--- src/rtl/wb_pkg.sv ---
// Shared writeback definitions: default widths, entry record and skid-buffer state encoding.
package wb_pkg;

   localparam int WB_DEFAULT_DATA_W = 32;
   localparam int WB_REG_ADDR_W     = 5;

   localparam logic [1:0] WB_ST_EMPTY = 2'd0;
   localparam logic [1:0] WB_ST_ONE   = 2'd1;
   localparam logic [1:0] WB_ST_FULL  = 2'd2;

   typedef enum logic [1:0] {
      ST_EMPTY = WB_ST_EMPTY,
      ST_ONE   = WB_ST_ONE,
      ST_FULL  = WB_ST_FULL
   } bufState_t;

   typedef struct packed {
      logic [WB_DEFAULT_DATA_W-1:0] data;
      logic [WB_REG_ADDR_W-1:0]     rd;
      logic                         we;
   } wb_entry_t;

endpackage

--- src/rtl/wb_result_select_pipe_if.sv ---
// Upstream (MEM/WB) and downstream (register-file port) handshake bundle for the writeback selector.
interface wb_result_select_pipe_if
   import wb_pkg::*;
#(
   parameter int DATA_W     = WB_DEFAULT_DATA_W,
   parameter int NUM_SRC    = 3,
   parameter int REG_ADDR_W = WB_REG_ADDR_W
);
   localparam int SEL_W = $clog2(NUM_SRC);

   logic                      in_valid;
   logic                      in_ready;
   logic [NUM_SRC*DATA_W-1:0] in_data;
   logic [SEL_W-1:0]          in_sel;
   logic [REG_ADDR_W-1:0]     in_rd;
   logic                      in_we;
   logic                      out_valid;
   logic                      out_ready;
   logic [DATA_W-1:0]         out_data;
   logic [REG_ADDR_W-1:0]     out_rd;
   logic                      out_we;

   modport master (
      output in_valid, in_data, in_sel, in_rd, in_we, out_ready,
      input  in_ready, out_valid, out_data, out_rd, out_we
   );

   modport slave (
      input  in_valid, in_data, in_sel, in_rd, in_we, out_ready,
      output in_ready, out_valid, out_data, out_rd, out_we
   );

endinterface

--- src/rtl/wb_nway_select.sv ---
// Combinational N-way packed mux; out-of-range selects fall back to DEFAULT_SRC and raise outOfRange.
module wb_nway_select #(
   parameter int DATA_W      = 32,
   parameter int NUM_SRC     = 3,
   parameter int SEL_W       = $clog2(NUM_SRC),
   parameter int DEFAULT_SRC = 0
) (
   input  logic [NUM_SRC*DATA_W-1:0] candData,
   input  logic [SEL_W-1:0]          sel,
   output logic [DATA_W-1:0]         selData,
   output logic                      outOfRange
);

   always_comb begin
      selData    = candData[DEFAULT_SRC*DATA_W +: DATA_W];
      outOfRange = 1'b1;
      for (int k = 0; k < NUM_SRC; k++) begin
         if (sel == SEL_W'(k)) begin
            selData    = candData[k*DATA_W +: DATA_W];
            outOfRange = 1'b0;
         end
      end
   end

endmodule

--- src/rtl/wb_result_select_pipe.sv ---
// Registered writeback result selector with a two-entry valid/ready skid stage.
// Optional WB_SEL_CHECK_EN adds the sticky sel_err out-of-range select flag.
module wb_result_select_pipe
   import wb_pkg::*;
#(
   parameter int DATA_W      = WB_DEFAULT_DATA_W,
   parameter int NUM_SRC     = 3,
   parameter int SEL_W       = $clog2(NUM_SRC),
   parameter int DEFAULT_SRC = 0,
   parameter int REG_ADDR_W  = WB_REG_ADDR_W
) (
   input  logic                     clk,
   input  logic                     rst_n,
   input  logic                     flush,
   wb_result_select_pipe_if.slave   bus
`ifdef WB_SEL_CHECK_EN
   ,
   output logic                     sel_err
`endif
);

   typedef struct packed {
      logic [DATA_W-1:0]     data;
      logic [REG_ADDR_W-1:0] rd;
      logic                  we;
   } entry_t;

   bufState_t         state, nextState;
   entry_t            mainEntry, skidEntry, newEntry;
   logic              inReadyQ, outValidQ;
   logic              accept, drain;
   logic              loadMain, loadSkid, skidToMain;
   logic [DATA_W-1:0] selData;
   logic              outOfRange;

   wb_nway_select #(
      .DATA_W      (DATA_W),
      .NUM_SRC     (NUM_SRC),
      .SEL_W       (SEL_W),
      .DEFAULT_SRC (DEFAULT_SRC)
   ) u_select (
      .candData   (bus.in_data),
      .sel        (bus.in_sel),
      .selData    (selData),
      .outOfRange (outOfRange)
   );

   // The $zero guard is resolved at capture so the held entry never changes while stalled.
   assign newEntry.data = selData;
   assign newEntry.rd   = bus.in_rd;
   assign newEntry.we   = bus.in_we & (bus.in_rd != '0);

   assign accept = bus.in_valid & inReadyQ;
   assign drain  = outValidQ & bus.out_ready;

   always_comb begin
      nextState  = state;
      loadMain   = 1'b0;
      loadSkid   = 1'b0;
      skidToMain = 1'b0;
      unique case (state)
         ST_EMPTY: begin
            if (accept) begin
               nextState = ST_ONE;
               loadMain  = 1'b1;
            end
         end
         ST_ONE: begin
            if (accept && !drain) begin
               nextState = ST_FULL;
               loadSkid  = 1'b1;
            end else if (accept && drain) begin
               loadMain = 1'b1;
            end else if (drain) begin
               nextState = ST_EMPTY;
            end
         end
         ST_FULL: begin
            if (drain) begin
               nextState  = ST_ONE;
               skidToMain = 1'b1;
            end
         end
         default: nextState = ST_EMPTY;
      endcase
      // Flush discards any same-cycle accept; entry registers are left untouched.
      if (flush) begin
         nextState  = ST_EMPTY;
         loadMain   = 1'b0;
         loadSkid   = 1'b0;
         skidToMain = 1'b0;
      end
   end

   always_ff @(posedge clk or negedge rst_n) begin
      if (!rst_n) begin
         state     <= ST_EMPTY;
         inReadyQ  <= 1'b1;
         outValidQ <= 1'b0;
         mainEntry <= '0;
         skidEntry <= '0;
      end else begin
         state     <= nextState;
         inReadyQ  <= (nextState != ST_FULL);
         outValidQ <= (nextState != ST_EMPTY);
         if (loadMain) begin
            mainEntry <= newEntry;
         end else if (skidToMain) begin
            mainEntry <= skidEntry;
         end
         if (loadSkid) begin
            skidEntry <= newEntry;
         end
      end
   end

`ifdef WB_SEL_CHECK_EN
   always_ff @(posedge clk or negedge rst_n) begin
      if (!rst_n) begin
         sel_err <= 1'b0;
      end else if (flush) begin
         sel_err <= 1'b0;
      end else if (accept && outOfRange) begin
         sel_err <= 1'b1;
      end
   end
`else
   logic unusedOutOfRange;
   assign unusedOutOfRange = outOfRange;
`endif

   assign bus.in_ready  = inReadyQ;
   assign bus.out_valid = outValidQ;
   assign bus.out_data  = mainEntry.data;
   assign bus.out_rd    = mainEntry.rd;
   assign bus.out_we    = mainEntry.we;

endmodule

--- src/flat_wrapper.sv ---
// flat-port wrapper written by rule: the top's interface ports become plain ports
module wb_result_select_pipe_flat import wb_pkg::*;
#(
   parameter int DATA_W      = WB_DEFAULT_DATA_W,
   parameter int NUM_SRC     = 3,
   parameter int SEL_W       = $clog2(NUM_SRC),
   parameter int DEFAULT_SRC = 0,
   parameter int REG_ADDR_W  = WB_REG_ADDR_W
)
  (clk, rst_n, flush, bus_in_valid, bus_in_data, bus_in_sel, bus_in_rd, bus_in_we, bus_out_ready, bus_in_ready, bus_out_valid, bus_out_data, bus_out_rd, bus_out_we);
  wb_result_select_pipe_if #(.DATA_W(DATA_W), .NUM_SRC(NUM_SRC), .REG_ADDR_W(REG_ADDR_W)) bus_i ();
  input  logic clk;
  input  logic rst_n;
  input  logic flush;
  input wire logic [$bits(bus_i.in_valid)-1:0] bus_in_valid;
  input wire logic [$bits(bus_i.in_data)-1:0] bus_in_data;
  input wire logic [$bits(bus_i.in_sel)-1:0] bus_in_sel;
  input wire logic [$bits(bus_i.in_rd)-1:0] bus_in_rd;
  input wire logic [$bits(bus_i.in_we)-1:0] bus_in_we;
  input wire logic [$bits(bus_i.out_ready)-1:0] bus_out_ready;
  output wire logic [$bits(bus_i.in_ready)-1:0] bus_in_ready;
  output wire logic [$bits(bus_i.out_valid)-1:0] bus_out_valid;
  output wire logic [$bits(bus_i.out_data)-1:0] bus_out_data;
  output wire logic [$bits(bus_i.out_rd)-1:0] bus_out_rd;
  output wire logic [$bits(bus_i.out_we)-1:0] bus_out_we;
  assign bus_i.in_valid = bus_in_valid;
  assign bus_i.in_data = bus_in_data;
  assign bus_i.in_sel = bus_in_sel;
  assign bus_i.in_rd = bus_in_rd;
  assign bus_i.in_we = bus_in_we;
  assign bus_i.out_ready = bus_out_ready;
  assign bus_in_ready = bus_i.in_ready;
  assign bus_out_valid = bus_i.out_valid;
  assign bus_out_data = bus_i.out_data;
  assign bus_out_rd = bus_i.out_rd;
  assign bus_out_we = bus_i.out_we;
  wb_result_select_pipe #(.DATA_W(DATA_W), .NUM_SRC(NUM_SRC), .SEL_W(SEL_W), .DEFAULT_SRC(DEFAULT_SRC), .REG_ADDR_W(REG_ADDR_W)) u_core (.clk(clk), .rst_n(rst_n), .flush(flush), .bus(bus_i));
endmodule
--- config.mk ---
export PLATFORM = sky130hd
export DESIGN_NAME = wb_result_select_pipe_flat
export DESIGN_NICKNAME = d
export VERILOG_FILES = /design/src/rtl/wb_pkg.sv /design/src/rtl/wb_result_select_pipe_if.sv /design/src/rtl/wb_nway_select.sv /design/src/rtl/wb_result_select_pipe.sv /design/src/flat_wrapper.sv
export SDC_FILE = /design/constraint.sdc
export NUM_CORES = 1
export LEC_CHECK = 0
export CELL_PAD_IN_SITES_DETAIL_PLACEMENT = 0
export CELL_PAD_IN_SITES_GLOBAL_PLACEMENT = 1
export CORE_MARGIN = 4
export CORE_UTILIZATION = 36
export CTS_CLUSTER_DIAMETER = 120
export DETAILED_ROUTE_END_ITERATION = 6
export PLACE_DENSITY_LB_ADDON = 0.2
export REMOVE_ABC_BUFFERS = 1
export SLEW_MARGIN = 0
export SYNTH_ARGS = -nofsm -noshare
export SYNTH_HDL_FRONTEND = slang
export SYNTH_SLANG_ARGS = --single-unit
export TNS_END_PERCENT = 100
--- constraint.sdc ---
create_clock -name clk -period 2.3 [get_ports clk]
set_clock_uncertainty 0.1 [all_clocks]
set_input_delay 0.46 -clock clk [delete_from_list [all_inputs] [get_ports clk]]
set_output_delay 0.46 -clock clk [all_outputs]
set_load 0.02 [all_outputs]
After elaboration in Yosys (flattened, before gate mapping)
Index checks and enable logic that the tools add are counted.

Bits in latches: 0. Flip-flop bits (word level): 80. Bits of input ports: 109. Output and inout bits: 40. Logic and storage cells: 46. Memory bits (read-only): 0. Memories: 0. Bits in writable memories: 0.

Equal/unequal tests: 5. Div/mod/pow operators: 0. Multiplexer cells: 22. Bitwise logic cells: 3. Add/subtract/negate cells: 0. $mul: 0. Shift operators: 0. Magnitude comparators: 0. Reductions and logical operators: 7.

Operators with widths (number): 38-bit two-way mux (2); 32-bit two-way mux (2); 2-bit two-way mux (6); 1-bit two-way mux (10); 2-bit case mux with 3 select lines (1); 5-bit nonzero test (1); 2-bit by 1-bit == test with 1-bit output (second input constant) (2); 2-bit == test (second input constant) (2); 2-bit nonzero test (2); 1-bit bitwise AND (3); 1-bit logical AND (2); 2-bit logical NOT (1); 2-bit != test (second input constant) (1); 1-bit case mux with 2 select lines (1); 1-bit logical NOT (1).

Depth between registers and ports, before layout
Depth after elaboration: 7. Mapped depth: 6. Depth with buffers taken out: 3.

Cells and area by module
A second synthesis with hierarchy kept.

Cells, all modules: 432. Area total of the unflattened synthesis: 4827.1 µm².

By module, submodules not included: wb_result_select_pipe (area each 3728.6 µm², cells each 324, sequential area each 2003.2 µm², instances 1); wb_nway_select (area each 1098.6 µm², cells each 108, sequential area each 0.0 µm², instances 1).

Least setup slack after synthesis
OpenSTA, ideal clock, no wires.

Path kind: register to register. Start point: register u_core.inReadyQ, in the netlist u_core.bus.in_ready. End point: register u_core.skidEntry[9] (netlist bit). Stages on the path, launching flop included: 7. Setup time: 0.127 ns. Buffers on the path: 3. Slack: 0.464 ns. Period minus slack after synthesis: 1.836 ns. Data required time: 2.073 ns. Arrival time: 1.609 ns. Path through: dfstp_2 -> and4bb_1 -> buf_2 -> nand2_1 -> buf_4 -> buf_6 -> mux2_1.

Cells in the longest elaborated chain, start to end: 5.

Ends and longest elaborated chain: start, declared (line wb_result_select_pipe.sv:30) `logic inReadyQ, outValidQ;`; start signal, assigned (line wb_result_select_pipe.sv:104) `inReadyQ <= (nextState != ST_FULL);`; 1-bit bitwise AND (line wb_result_select_pipe.sv:53) `assign accept = bus.in_valid & inReadyQ;`; 1-bit logical AND (line wb_result_select_pipe.sv:69) `if (accept && !drain) begin`; 1-bit two-way mux (line wb_result_select_pipe.sv:69); 1-bit two-way mux (line wb_result_select_pipe.sv:61) `unique case (state)`; 1-bit two-way mux (line wb_result_select_pipe.sv:87) `if (flush) begin`; end signal, assigned (line wb_result_select_pipe.sv:112) `skidEntry <= newEntry;`; end, declared (line wb_result_select_pipe.sv:29) `entry_t mainEntry, skidEntry, newEntry;`.

No other way between the ends. A chain may end at the register's enable or synchronous reset.

Worst setup path in the final report
Start point: register u_core.inReadyQ, in the netlist u_core.bus.in_ready. End point: output bus_in_ready.

RTL lines: end, declared (line flat_wrapper.sv:21) `output wire logic [$bits(bus_i.in_ready)-1:0] bus_in_ready;`.

No word-level cell between the ends.

==> impl_results.md <==
* Final Hold Vio Count at 0
* Number of filler cells placed in the layout at 1,168
* Maxcap violations at 0
* Worst path bufs/invs at 1
* Worst-path maximum fanout at 5
* Synthesized area per cell at ~10 sq um
* Status: finished, final reports clean
* Core Region at 0.0128 sq mm
* Setup crit end: bus_in_ready
* Worst VDD drop at 0.000465 V
* Hpwl dp at 9650 um
* Cells after DPL at 758
* Fin Setup TNS at 0 ps
* Worst setup path startpoint: u_core.bus.in_ready$_DFF_PN1_
* RSZ-0062 raised after global routing: no
* Die height at 123 um
* Antenna Cells at 0
* FP Rows at 41
* Leakage power at 2.85 nW
* CTS Buf Count at 9
* Tightest Pin Transition at 424 ps
* Crit path depth at 1
* Root buffer cell: clkbuf_16
* Layout area overhead at 43.5%
* Post-layout nets at 707
* EDFF count, synth at 0
* Initial antenna violation count at 0
* Vias in the first global route at about 4,300
* Routed len/inst at 17.5 um
* Detailed Route Iter0 Violations at 343
* IO Pins at 149
* Routed wire length at 13,600 um
* Crit path launch type: register
* Pre-CTS setup slack at 103 ps
* Avg Vias per Cell at 5.59
* Synth Register Bits at 80
* Port bufs at 148
* Congestion Overflow GR at 0
* Worst setup EP type: output port
* Library cells used by synthesis at 32
* Slew margin rel. at approximately 70%
* Crit path DAT at about 1500 ps
* Pwr per Cell Area at between 800 and 900 mW/mm^2
* CTS tree: built
* Cell Chain, Critical Path: clkdlybuf4s50_1
* Total die area at 0.0151 sq mm
* DR vias at roughly 4,300
* Non-Filler Instances at slightly below 800
* Post-DRT Antenna Nets at 0
* Period Utilization, post-route at 90.4%
* First-pass GRT wire length at approximately 22,000 um
* Cell Area, Synth at roughly 0.0048 sq mm
* Hold WC Path Type: register to register
* Worst skew pair latency at between 300 and 400 ps
* Critical path's top delay family: buffers and inverters
* CTS Sinks at 80
* Final Setup Violations at 0
* Most used DFF post-synth: dfrtp_1
* Worst Hold Slack at a little under 400 ps
* Syn Inst Count at around 470
* Bufs on Longest Clock Path at 2
* R2R Path Start: u_core.bus.out_valid$_DFF_PN0_
* Largest net degree at the start of global routing at 39
* Setup CP Type: register to output port
* Clock transition at path regs at around 60 ps
* Starting Density at 37.2%
* Die Wd at 123 um
* Fin crit period at 2080 ps
* R2R cell count at 5
* Max incr delay on CP at 620 ps
* Fraction of layout cells with a size suffix above 1 at 14.3%
* Sequential area share after synthesis at 42.1%
* Power Total at roughly 5.5 mW
* Max Slew Vio Count at 0
* All-Layer GR Usage at 18.0%
* Setup slack, reg-to-reg at 530 ps
* Pre-antenna DRT Iters at 5
* WP data required at 1740 ps
* Final worst slack at 221 ps
* Crit path max-delay cell type: clkdlybuf4s50_1
* Placer Congestion at 0.781
* Fmax achieved at 481 MHz
* Synth warnings at 0
* Post-synthesis async set-or-reset flop share at 100%
* Worst R2R End: u_core.bus.out_data[1]$_DFFE_PN0P_
* DRC at 0
* CTS H-Tree Depth at 3
-- logic make-up (layout without fill, tap and decap cells) --
| logic type | count (synthesis) | after routing | share of synthesized area, % |
|---|---|---|---|
| and+or+nand+nor | 53 | 53 | 6.98 |
| buffers and inverters | 55 | 189 | 5.05 |
| DFF | 80 | 80 | 42.1 |
| AOI/OAI and AO/OA | 176 | 176 | 22.7 |
| muxes | 105 | 105 | 23.1 |
-- through the flow --
step,utilization (%),cell area [sq um]
6_report,53.4,6820
5_1_grt,53.4,6820
4_1_cts,53.4,6820
3_5_place_dp,50.9,6500
3_3_place_gp,50.9,6500
2_1_floorplan,-,4510
-- cells in the final DEF (no fill, tap or decap), types with 4 or more instances in the layout --
cell,instances
buf_4,17
and3_1,33
a2bb2oi_1,4
a31oi_1,5
nand4_1,5
clkdlybuf4s50_1,145
clkbuf_16,9
nor3_1,6
o21ai_0,95
mux2i_1,68
a22oi_1,62
dfrtp_1,79
buf_12,9
mux2_2,36
-- how the worst min path moves through the flow --
stage | to | slack [ps] | cells past startpoint | from
after detailed placement | u_core.bus.out_data[14]$_DFFE_PN0P_ | 330 | 1 | rst_n
final | u_core.skidEntry[9]$_DFFE_PN0P_ | 390 | 1 | u_core.skidEntry[9]$_DFFE_PN0P_
after floorplan | u_core.bus.out_data[0]$_DFFE_PN0P_ | 60 | 0 | rst_n
after global placement | u_core.bus.out_data[26]$_DFFE_PN0P_ | 320 | 1 | rst_n
after CTS | u_core.skidEntry[9]$_DFFE_PN0P_ | 390 | 1 | u_core.skidEntry[9]$_DFFE_PN0P_
after global routing | u_core.skidEntry[13]$_DFFE_PN0P_ | 420 | 2 | u_core.skidEntry[13]$_DFFE_PN0P_
-- flip-flops by register name (all words and copies together), names as in the netlist --
register,flops
u_core.bus.out_rd,5
u_core.skidEntry,38
u_core.bus.out_we,1
u_core.state,2
u_core.bus.in_ready,1
u_core.bus.out_valid,1
u_core.bus.out_data,32
-- where the power goes --
group          leakage (nW)  internal [mW]  switching, mW  total [mW]
Combinational          1.76           1.00          0.942        1.95
Sequential            0.940           1.90          0.238        2.14
Clock                 0.148          0.896          0.560        1.46
Total                  2.85           3.80           1.74        5.54
-- layer usage --
layer | up-vias | share of wire (%) | GRT usage (%)
met2 | 151 | 48 | 30.3
li1 | 2050 | - | -
met3 | 10 | 7.6 | 4.03
met4 | 0 | 0.52 | 2.80
met1 | 2119 | 44 | 24.3
met5 | - | 0 | 0
-- layout make-up --
type                            count  area (sq um)  share of cell area (%)
Multi-Input combinational cell    334          2520                    37.0
Sequential cell                    80          2000                    29.4
Timing Repair Buffer              173          1770                    26.0
Clock buffer                       11           253                    3.70
Tap cell                          172           215                    3.15
Clock inverter                      5          55.1                   0.807
-- cells in the mapped netlist, types with 2 or more instances --
| library cell | instances | share of area (%) |
|---|---|---|
| clkbuf_1 | 35 | 2.8 |
| o21ai_1 | 2 | 0.21 |
| o21ai_0 | 95 | 10 |
| a22oi_1 | 62 | 9.8 |
| dfrtp_1 | 79 | 42 |
| a21oi_1 | 2 | 0.21 |
| buf_2 | 17 | 1.8 |
| mux2_2 | 36 | 8.5 |
| nor3_1 | 6 | 0.63 |
| a211oi_1 | 2 | 0.32 |
| and3_1 | 33 | 4.3 |
| mux2i_1 | 68 | 14 |
| a31oi_1 | 5 | 0.66 |
| nand2_1 | 2 | 0.16 |
| a2bb2oi_1 | 4 | 0.74 |
| nand4_1 | 5 | 0.66 |
-- repair_timing --
item                                    in CTS  in global routing
setup buffers                                0                  0
resized for setup                            0                  0
hold buffers                                 1                  0
hold endpoints to repair                    30                  0
endpoints found under the setup margin       0                  0
(Power assumes the default switching activity.)
